## src/rtl/divider_pkg.sv

```systemverilog
// Shared state encoding and default operand width for the iterative divider.
package divider_pkg;

  localparam int DIV_WIDTH = 64;

  typedef enum logic [1:0] {
    IDLE = 2'b00,
    CALC = 2'b01,
    FIX  = 2'b10,
    DONE = 2'b11
  } div_state_e;

endpackage : divider_pkg

```

## src/rtl/divider_div_step.sv

```systemverilog
// One restoring-division iteration: shift in the next dividend bit, trial-subtract
// the divisor, keep the difference only when it does not go negative.
module div_step
  import divider_pkg::*;
#(
  parameter int WIDTH = DIV_WIDTH
) (
  input  logic [WIDTH-1:0] pr,
  input  logic [WIDTH-1:0] dvs,
  input  logic             bit_in,
  output logic [WIDTH-1:0] pr_next,
  output logic             q_bit
);

  logic [WIDTH:0]   shifted_s;
  logic [WIDTH-1:0] diff_s;

  // When the subtraction succeeds the true difference is below dvs, so W bits hold it.
  assign shifted_s = {pr, bit_in};
  assign diff_s    = shifted_s[WIDTH-1:0] - dvs;

  // Restore-or-subtract decision.
  always_comb begin
    pr_next = shifted_s[WIDTH-1:0];
    q_bit   = 1'b0;
    if (shifted_s >= {1'b0, dvs}) begin
      pr_next = diff_s;
      q_bit   = 1'b1;
    end else begin
      pr_next = shifted_s[WIDTH-1:0];
      q_bit   = 1'b0;
    end
  end

endmodule : div_step

```

## src/rtl/divider.sv

```systemverilog
// Multi-cycle signed/unsigned restoring divider: WIDTH iterations on magnitudes,
// one sign-fix cycle, then a held result until the next accepted operation.
module divider
  import divider_pkg::*;
#(
  parameter int WIDTH = DIV_WIDTH
) (
  input  logic             clk,
  input  logic             rst,
  input  logic [WIDTH-1:0] A,
  input  logic [WIDTH-1:0] B,
  input  logic             is_signed,
  input  logic             valid_in,
  input  logic             flush,
  output logic             ready,
  output logic             valid_out,
  output logic [WIDTH-1:0] quot,
  output logic [WIDTH-1:0] rem
);

  localparam int               CNT_W    = (WIDTH > 1) ? $clog2(WIDTH) : 1;
  localparam logic [CNT_W-1:0] CNT_LAST = CNT_W'(WIDTH - 1);
  localparam logic [CNT_W-1:0] CNT_ONE  = CNT_W'(1);

  div_state_e       state_r, state_s;
  logic [CNT_W-1:0] cnt_r;
  logic             ready_r;
  logic             valid_out_r;
  logic [WIDTH-1:0] quot_r, rem_r;
  logic [WIDTH-1:0] dq_r;
  logic [WIDTH-1:0] dvs_r;
  logic [WIDTH-1:0] pr_r;
  logic             neg_q_r, neg_rem_r;

  logic             accept_s;
  logic             neg_a_s, neg_b_s, b_zero_s;
  logic [WIDTH-1:0] pr_next_s;
  logic             q_bit_s;

  function automatic logic [WIDTH-1:0] cond_neg(input logic [WIDTH-1:0] v, input logic neg);
    if (neg) begin
      return -v;
    end else begin
      return v;
    end
  endfunction

  assign accept_s = valid_in && ready_r && !flush;
  assign neg_a_s  = is_signed && A[WIDTH-1];
  assign neg_b_s  = is_signed && B[WIDTH-1];
  assign b_zero_s = (B == {WIDTH{1'b0}});

  div_step #(.WIDTH(WIDTH)) u_step (
    .pr      (pr_r),
    .dvs     (dvs_r),
    .bit_in  (dq_r[WIDTH-1]),
    .pr_next (pr_next_s),
    .q_bit   (q_bit_s)
  );

  // Next-state logic; flush overrides everything including a new request.
  always_comb begin
    state_s = state_r;
    if (flush) begin
      state_s = IDLE;
    end else begin
      case (state_r)
        IDLE:    state_s = accept_s ? CALC : IDLE;
        CALC:    state_s = (cnt_r == CNT_LAST) ? FIX : CALC;
        FIX:     state_s = DONE;
        DONE:    state_s = accept_s ? CALC : DONE;
        default: state_s = IDLE;
      endcase
    end
  end

  // Control registers: state, iteration counter, handshake flags.
  always_ff @(posedge clk or posedge rst) begin
    if (rst) begin
      state_r     <= IDLE;
      cnt_r       <= {CNT_W{1'b0}};
      ready_r     <= 1'b1;
      valid_out_r <= 1'b0;
    end else begin
      state_r     <= state_s;
      ready_r     <= (state_s == IDLE) || (state_s == DONE);
      valid_out_r <= (state_r == DONE) && !accept_s && !flush;
      if (accept_s || flush) begin
        cnt_r <= {CNT_W{1'b0}};
      end else if (state_r == CALC) begin
        cnt_r <= (cnt_r == CNT_LAST) ? {CNT_W{1'b0}} : cnt_r + CNT_ONE;
      end else begin
        cnt_r <= cnt_r;
      end
    end
  end

  // Iteration datapath; dq_r shifts dividend bits out and quotient bits in.
  // A zero divisor yields all-ones quotient and the dividend magnitude as remainder.
  always_ff @(posedge clk or posedge rst) begin
    if (rst) begin
      dq_r      <= {WIDTH{1'b0}};
      dvs_r     <= {WIDTH{1'b0}};
      pr_r      <= {WIDTH{1'b0}};
      neg_q_r   <= 1'b0;
      neg_rem_r <= 1'b0;
    end else if (accept_s) begin
      dq_r      <= cond_neg(A, neg_a_s);
      dvs_r     <= cond_neg(B, neg_b_s);
      pr_r      <= {WIDTH{1'b0}};
      neg_q_r   <= (neg_a_s ^ neg_b_s) && !b_zero_s;
      neg_rem_r <= neg_a_s;
    end else if ((state_r == CALC) && !flush) begin
      dq_r      <= {dq_r[WIDTH-2:0], q_bit_s};
      pr_r      <= pr_next_s;
    end else begin
      dq_r      <= dq_r;
      pr_r      <= pr_r;
    end
  end

  // Sign correction into the held result registers.
  always_ff @(posedge clk or posedge rst) begin
    if (rst) begin
      quot_r <= {WIDTH{1'b0}};
      rem_r  <= {WIDTH{1'b0}};
    end else if ((state_r == FIX) && !flush) begin
      quot_r <= cond_neg(dq_r, neg_q_r);
      rem_r  <= cond_neg(pr_r, neg_rem_r);
    end else begin
      quot_r <= quot_r;
      rem_r  <= rem_r;
    end
  end

  assign ready     = ready_r;
  assign valid_out = valid_out_r;
  assign quot      = quot_r;
  assign rem       = rem_r;

endmodule : divider
```

## config.mk

```make
export PLATFORM = sky130hd
export DESIGN_NAME = divider
export DESIGN_NICKNAME = d
export VERILOG_FILES = /design/src/rtl/divider_pkg.sv /design/src/rtl/divider_div_step.sv /design/src/rtl/divider.sv
export SDC_FILE = /design/constraint.sdc
export NUM_CORES = 1
export LEC_CHECK = 0
export BUFFER_PORTS_ARGS = -buffer_cell sky130_fd_sc_hd__buf_2
export CORE_MARGIN = 2
export CORE_UTILIZATION = 50
export DETAILED_ROUTE_END_ITERATION = 6
export GPL_TIMING_DRIVEN = 0
export PLACE_DENSITY = 0.7
export SYNTH_ARGS = -nofsm -noshare
export SYNTH_HDL_FRONTEND = slang
export SYNTH_HIERARCHICAL = 1
export SYNTH_SLANG_ARGS = --single-unit
```

## constraint.sdc

```tcl
create_clock -name clk -period 17.55 [get_ports clk]
set_clock_uncertainty 0.15 [all_clocks]
set_input_delay 1.755 -clock clk [delete_from_list [all_inputs] [get_ports clk]]
set_output_delay 1.755 -clock clk [all_outputs]
set_load 0.03 [all_outputs]
```

== After elaboration in Yosys (flattened, before gate mapping) ==
Cells that the tools add are included.

* $add $sub $neg: 6
* $lt $le $gt $ge: 1
* Equal/unequal tests: 5
* Mux-type cells: 18
* Bitwise logic cells: 1
* Reductions and logical operators: 19

{| class="wikitable"
|+ Operator list
! kind !! number
|-
| $mux 64 || 9
|-
| $neg 64->64 || 4
|-
| $ge 65x64->1 || 1
|-
| $logic_not 64->1 || 1
|-
| $sub 64x64->64 || 1
|-
| $mux 6 || 3
|-
| $logic_and 1x1->1 || 9
|-
| $pmux 2 s4 || 1
|-
| $add 6x1->6 const B || 1
|-
| $eq 2x2->1 const B || 3
|-
| $eq 6x6->1 const B || 1
|-
| $mux 2 || 3
|-
| $logic_not 2->1 || 2
|-
| $reduce_bool 2->1 || 2
|-
| $logic_not 1->1 || 3
|-
| $eq 2x1->1 const B || 1
|-
| $logic_or 1x1->1 || 2
|-
| $mux 1 || 2
|-
| $xor 1x1->1 || 1
|}

* Register bits: 332
* Output and inout bits: 130
* Logic and storage cells: 61

== Logic depth before layout (Yosys ltp) ==
Gate-level depths: netlist (run 1).

* Depth in word-level cells: 7
* Depth in mapped cells: 18
* Mapped depth without buffers: 15

== Cells and area by module ==
The synthesis (run 1) kept the hierarchy.

{| class="wikitable"
|+ Modules (own cells, without submodules)
! module !! instances !! cells an instance !! area each (sq um) !! seq. area each (sq um)
|-
| divider || 1 || 2,025 || 18,184.9 || 8,309.2
|-
| div_step || 1 || 745 || 4,672.0 || 0.0
|}

== Worst setup path after synthesis (run 1) ==
No wires, ideal clock.

* Kind: input to register
* Start: in A[2]
* End: reg dq_r[59]
* Setup time: 127 ps
* Arrival: 4,258 ps
* Data required time: 17,273 ps
* Setup slack: 13,015 ps
* Cell stages on the path: 8
* Path buffers: 1
* Cell sequence: or4_1 -> or4b_4 -> or4_1 -> clkbuf_1 -> or2_1 -> o31ai_2 -> xor2_1 -> o21ai_1

* Word-level cells in the longest chain between the ends: 3

{| class="wikitable"
|+ Ends and longest elaborated chain
! element !! line !! source
|-
| from (decl) || divider.sv:10 || <nowiki>input logic [WIDTH-1:0] A,</nowiki>
|-
| $neg 64->64 || divider.sv:42 || <nowiki>return -v;</nowiki>
|-
| $mux 64 || divider.sv:41 || <nowiki>if (neg) begin</nowiki>
|-
| $mux 64 || divider.sv:107 || <nowiki>end else if (accept_s) begin</nowiki>
|-
| to (signal assigned) || divider.sv:108 || <nowiki>dq_r <= cond_neg(A, neg_a_s);</nowiki>
|-
| to (signal assigned) || divider.sv:114 || <nowiki>dq_r <= {dq_r[WIDTH-2:0], q_bit_s};</nowiki>
|-
| to (signal assigned) || divider.sv:117 || <nowiki>dq_r <= dq_r;</nowiki>
|-
| to (decl) || divider.sv:30 || <nowiki>logic [WIDTH-1:0] dq_r;</nowiki>
|}

Every way passes these cells.
A chain may end at the register's enable or synchronous reset.

== Final worst setup path (run 1) ==
* Start: in A[0]
* End: reg dq_r[50]

The elaborated chain is that of the path after synthesis.

==> metrics, run 1 <==
Post-Syn Area=between 20000 and 25000 sq um; Ys Warns=6; post-place instance area=24970 sq um; Post-CTS Hold Buffers=0; complex-gate fraction of the synthesized area=24.17%; largest net degree at the start of global routing=134; dominant cell type by area after synthesis=dfrtp_1; Critical Path RT=between 15 and 20 ns; post-CTS repair timing setup buffer count=0; crit end category=flop; post-synth top area share=36.24%; Top FF cell, synth=dfrtp_1; Synth Area in Simple Gates=between 10% and 20%; post-synthesis adder-cell area fraction=3.865%; FFs w/ async S/R, synth=100.0%; post-route cell area=26190 sq um; RSZ-0062 raised after global routing=no; routed len/inst=21.91 um; Max Cap Violations=0; CTS clk-pin slew, worst paths=around 0.060 ns; final hold slack=0.3210 ns; Setup violations, final=0; Synth area leaders=dfrtp_1 36%, xor2_1 7.5%, o21ai_0 7.1%, nand2_1 6.6%, ha_1 3.8%; root buffer cell=clkbuf_16; Post-Synth XOR/XNOR Area=11.11%; final core utilization=between 50 and 60%; Seq/Total Area, Yosys=36.35%; final setup TNS=0 ns; relative slew slack=34.11%; Final Critical Period=roughly 4.6 ns; Clock Tree Buf Depth=3; die height=217.8 um; clk_lat worst skew=roughly 0.57 ns; gate count after technology mapping=approximately 2800; drt first pass iters=5; layout cell share with drive strength beyond 1=12.47%; fin nets=3275; synth unique cells=93; synthesized area per cell=8.252 sq um; overall power=3.312 mW; worst vdd ir=just over 70 uV; largest family of logic cells by synthesized area=compound AO/OA/AOI/OAI gates; Routed WL=81060 um; die area=about 47000 sq um; PwrDens=126.5 nW/um^2; period utilization=approximately a quarter; number of synthesized flops with an enable pin=0; status=finished clean; Area Overhead vs Synth=14.59%; via count=22580; DP Wirelength=64710 um; Crit Path Class=primary input to flop; initial antenna violation count=4; crit start category=primary input; GR Overflow Total=0; TritonCTS buffer count=38; critical path arrival=a little under 5 ns; row count=78; post-route ant nets=0; io pins=between 200 and 300; placer congestion estimate=roughly 1; Layout fillers=4214; Leak=11.68 nW; flop and latch count out of synthesis=332; TritonCTS clock tree=done; DRT iter0 DRCs=2244; max-slew violation count=0; first-pass GRT wire length=around 120000 um; Core Box Area=45280 sq um; post-synthesis mux area share=0.6405%; Horiz. Die Dim=approximately 220 um; CTS Sinks=332; slew at the pin with the worst max-slew slack=0.9847 ns; Mapped Nets=2973; Max H-tree Level=2; via/cell ratio=6.104; number of remaining DRC errors=0; IO buf count=260; final hold violations=0; Hold Path Class=flop to flop; All-Layer GR Usage=33.66%; Crit Path Max Fanout=10; fmax=about 220 MHz; Starting Density=50.48%; post_cts resized=0; number of global-route vias before repair=about 21000
==> report_power, final <==
part	switching (mW)	leakage [nW]	internal, mW
Sequential	0.195	4.10	0.875
Combinational	0.929	6.99	0.532
Clock	0.327	0.588	0.454
==> cells in the mapped netlist (5+ instances only) <==
master / count
buf_2: 8
a22oi_1: 12
nor3b_1: 6
or3_1: 50
o21ai_1: 57
a31oi_1: 33
ha_1: 69
and3_1: 15
nand2_1: 403
inv_1: 93
o31ai_1: 60
clkbuf_1: 145
nand3_1: 36
nor3_1: 67
o22ai_1: 22
o21bai_1: 10
a221oi_1: 6
xor2_1: 197
and4_1: 6
nand2b_1: 17
nor4_1: 40
or2_2: 11
mux2i_1: 9
and2_1: 10
dfrtp_1: 331
a21o_1: 44
o21ai_0: 322
nand4_1: 31
o41ai_1: 24
buf_6: 5
a21oi_1: 156
o21a_1: 7
buf_1: 6
a211oi_1: 15
nor2b_1: 16
nor2_1: 134
nor4b_1: 7
a22o_1: 63
or4_1: 41
xnor2_1: 93
==> final timing paths <==
check | start | endpoint | slack [ns] | cells past startpoint
setup / recovery | A[0] | dq_r[50] | 12.90 | 11
hold / removal | rem[50] | rem[50] | 0.32 | 2
setup reg to reg | pr_r[2] | pr_r[49] | 13.29 | 14
hold reg to reg | rem[50] | rem[50] | 0.32 | 2
max in group asynchronous | rst | dvs_r[31] | 14.89 | 3
min in group asynchronous | rst | quot[31] | 1.16 | 2
==> cell type report <==
cell class              count  area [sq um]  area share [%]
clock inverters            13         150.1          0.5732
repair buffers            262          1356           5.178
well taps                 600         750.7           2.866
plain buffers             165         668.1           2.551
flip-flops and latches    332          8309           31.72
inverters                  94         360.3           1.376
multi-input cells        2179         13530           51.66
clock buffers              50          1056           4.032
diodes                      4         10.01         0.03822
==> stage by stage <==
stage	std cells	worst slack [ns]
floorplan	2770	6.450
global placement	3630	3.293
detailed placement	3632	12.41
CTS	3695	12.99
global route	3699	12.68
finish	3699	12.90
==> cell families (layout without fill, tap and decap cells) <==
| group | after synthesis | after routing |
|---|---|---|
| AND/OR/NAND/NOR | 918 | 918 |
| AO/OA/AOI/OAI | 887 | 887 |
| flip-flops | 332 | 332 |
| XOR/XNOR | 290 | 290 |
| buffers and inverters | 259 | 584 |
| adder cells (fa/ha/maj) | 70 | 70 |
| multiplexers | 14 | 14 |
| other | 0 | 4 |
==> sequential cells by signal, indices dropped and copies added (netlist names) <==
name       flops
neg_rem_r      1
cnt_r          6
ready          1
pr_r          64
quot          64
neg_q_r        1
state_r        2
dvs_r         64
rem           64
dq_r          64
valid_out      1
==> critical path, stage by stage <==
cell	delay [ns]
buf_2	0.14
inv_1	0.07
ha_1	0.15
or3b_2	0.44
clkbuf_1	0.18
nor3_1	0.20
nand3_1	0.46
nor4_2	0.92
a21oi_1	0.15
a21o_1	0.20
a211oi_1	0.27
==> routing by layer <==
metal / global-route usage (%) / vias to the layer above / share of wire (%)
li1: - / 10590 / -
met4: 8.912 / 0 / 2.3
met3: 6.192 / 109 / 9.3
met1: 51.65 / 10860 / 47
met5: 0 / - / 0
met2: 48.26 / 1018 / 41
==> placed cells by master, fill, tap and decap left out, types with 16 or more instances in the layout <==
| cell | count |
|---|---|
| nand2_1 | 403 |
| dfrtp_1 | 331 |
| o21ai_0 | 322 |
| buf_2 | 268 |
| xor2_1 | 197 |
| a21oi_1 | 156 |
| clkbuf_1 | 151 |
| nor2_1 | 134 |
| xnor2_1 | 93 |
| inv_1 | 92 |
| ha_1 | 69 |
| nor3_1 | 66 |
| a22o_1 | 63 |
| o31ai_1 | 60 |
| o21ai_1 | 57 |
| or3_1 | 50 |
| a21o_1 | 44 |
| or4_1 | 41 |
| nor4_1 | 40 |
| clkbuf_16 | 38 |
| nand3_1 | 36 |
| a31oi_1 | 33 |
| nand4_1 | 31 |
| o41ai_1 | 24 |
| o22ai_1 | 22 |
| nand2b_1 | 17 |
| nor2b_1 | 16 |
Note: power is estimated with default switching activity, not from simulation.
==> run 2, diff against run 1 <==
ABC_AREA = 1   (was not set)
PLACE_DENSITY = 0.72   (was 0.7)
clock period = 4.12 ns   (was 17.55 ns; I/O delays follow)
==> metrics, run 2 <==
switch share=52.56%; Leak=17.62 nW; All-Layer GR Usage=40.51%; Clk network pwr share=a little under a fifth; slew at the pin with the worst max-slew slack=approximately 0.80 ns; relative slew slack=46.96%; crit end category=flop; synth unique cells=58; CTS Sinks=between 300 and 400; io pins=between 200 and 300; final setup TNS=0 ns; CP Launch Point=dq_r[63]; row count=87; commonest non-fill, non-tap cell in the layout=nand2_1; crit start category=flop; Clock Tree Buf Depth=3; hold-critical path depth=4; Ys Warns=6; Area Overhead vs Synth=13.78%; dominant cell type by area after synthesis=dfrtp_1; reg-to-reg startpoint=dq_r[63]; die height=243.6 um; flop and latch count out of synthesis=332; via count=32950; fin nets=5332; commonest non-fill, non-tap cells in the layout=1821 x nand2_1, 600 x inv_1, 530 x nor2_1; TritonCTS buffer count=38; Critical Path RT=4.38 ns; Post-CTS Hold Buffers=9; net switching power=about 11 mW; post_cts resized=0; DRT iter0 DRCs=roughly 3600; fin worst setup slack=around 0.8 ns; pre-CTS setup slack=0.8485 ns; CTS clk-pin slew, worst paths=0.06 ns; fmax=300.3 MHz; IO buf count=about 260; clk_lat worst skew=0.58 ns; Cell Int Power=between 9 and 10 mW; period utilization=80.82%; critical path arrival=3.59 ns; number of synthesized flops with an enable pin=0; worst vdd ir=between 300 and 400 uV; Reg power frac=23.6%; first-pass GRT wire length=around 180000 um; status=complete, but fails checks; root buffer cell=clkbuf_16; post-CTS repair timing setup buffer count=0; number of remaining DRC errors=15; Post-Syn Area=approximately 29000 sq um; layout cell share with drive strength beyond 1=10.87%; post-route cell area=between 30000 and 40000 sq um; Hold Path Class=primary input to flop; Core Box Area=between 50000 and 60000 sq um; initial antenna violation count=7; via/cell ratio=5.570; Max Cap Violations=0; Post-synth top cells=1821 x nand2_1, 601 x inv_1, 530 x nor2_1; synthesized area per cell=5.968 sq um; Setup violations, final=0; DP Wirelength=101600 um; Max H-tree Level=2; Combinational Power Share=57.5%; worst reg2reg path depth=17; GR Overflow Total=0; fin cells=5916; Routed WL=122400 um; drt first pass iters=7; post-route ant nets=0; max-slew violation count=0; final hold violations=0; PwrDens=633.4 nW/um^2; dpl cells=5836; post-synth top area share=28.85%; Mapped Nets=5013; Seq/Total Area, Yosys=between 20% and 30%; Crit Path Max Fanout=4; die area=59350 sq um; Crit Path Class=flop to flop; Synth area leaders=dfrtp_1 29%, nand2_1 24%, nand3_1 8.4%, inv_1 7.9%, nor2_1 6.9%; worst hold path startpoint=B[38]; Horiz. Die Dim=243.6 um; Top FF cell, synth=dfrtp_1; Starting Density=approximately 51%; failing checks=design-rule violations; FFs w/ async S/R, synth=100.0%; TritonCTS clock tree=done; overall power=20.69 mW; count leader, synth=nand2_1; number of global-route vias before repair=30280; placer congestion estimate=1.069; post-place instance area=approximately 31000 sq um; Final Critical Period=around 3.3 ns; gate count after technology mapping=4810; routed len/inst=20.69 um; RSZ-0062 raised after global routing=no; largest net degree at the start of global routing=44
run 2: cell types whose count changed after synthesis, moves of 75 or more:
cell / previous run / this run
clkbuf_1: 145 / 46
nand3_1: 36 / 480
nor2_1: 134 / 530
inv_1: 93 / 601
nand2_1: 403 / 1821
a21oi_1: 156 / 72
xor2_1: 197 / 116
o21ai_0: 322 / 247
xnor2_1: 93 / 9
run 2: per-layer routing:
layer,routed length (um),share of wire (%),global-route usage [%]
met1,51610,42,54.47
met5,21,0.017,0
met4,5665,4.6,16.21
met2,53220,43,63.71
met3,11870,9.7,8.394
run 2: worst paths after layout:
kind	slack, ns	end
max	0.79	pr_r[62]
min	0.02	dvs_r[38]
max reg2reg	0.79	pr_r[62]
min reg2reg	0.32	quot[37]
max in group asynchronous	1.77	dvs_r[26]
min in group asynchronous	0.32	cnt_r[5]
run 2: area by class of cell:
class	count	area (sq um)
multi-input cells	3707	17320
flip-flops and latches	332	8309
diodes	1	2.502
fillers	5993	23940
well taps	756	945.9
repair buffers	279	1562
plain buffers	137	696.9
clock buffers	53	1119
clock inverters	17	322.8
inverters	634	2387
run 2: stage by stage:
step           utilization (%)  hold WS [ns]
2_1_floorplan                -        0.2988
3_3_place_gp             54.71        0.3086
3_5_place_dp             54.99        0.3115
4_1_cts                  57.70      0.006869
5_1_grt                  57.70       0.03372
6_report                 57.70       0.02191
run 2: cells by family after synthesis:
logic type      count (synthesis)  share of synthesized area (%)
compound gates                456                          8.800
fa+ha+maj                      70                          3.077
flops                         332                          28.94
simple gates                 3056                          44.63
buf+inv                       771                          10.73
xor+xnor                      125                          3.814
run 2: worst max-delay path: stages (launching register included):
cell	delay, ns
dfrtp_1	0.47
inv_1	0.18
ha_1	0.24
fa_1	0.46
nor2_1	0.19
nand2_1	0.07
nand3_1	0.16
nand2_1	0.07
nand2_1	0.14
nand2_1	0.12
nand2_1	0.24
nand2_1	0.20
nand2_1	0.11
nand2_1	0.05
nand3_1	0.09
nand2_1	0.06
nand3_1	0.07
o21ai_0	0.08
run 2: power by group through the flow:
stage | Clock (mW) | Combinational, mW | Sequential (mW)
after floorplan | 0 | 7.87 | 4.72
after global placement | 0 | 11.4 | 4.88
after detailed placement | 0 | 11.5 | 4.88
after CTS | 3.94 | 11.6 | 4.83
after global routing | 4.07 | 13.1 | 4.90
final | 3.93 | 11.9 | 4.87
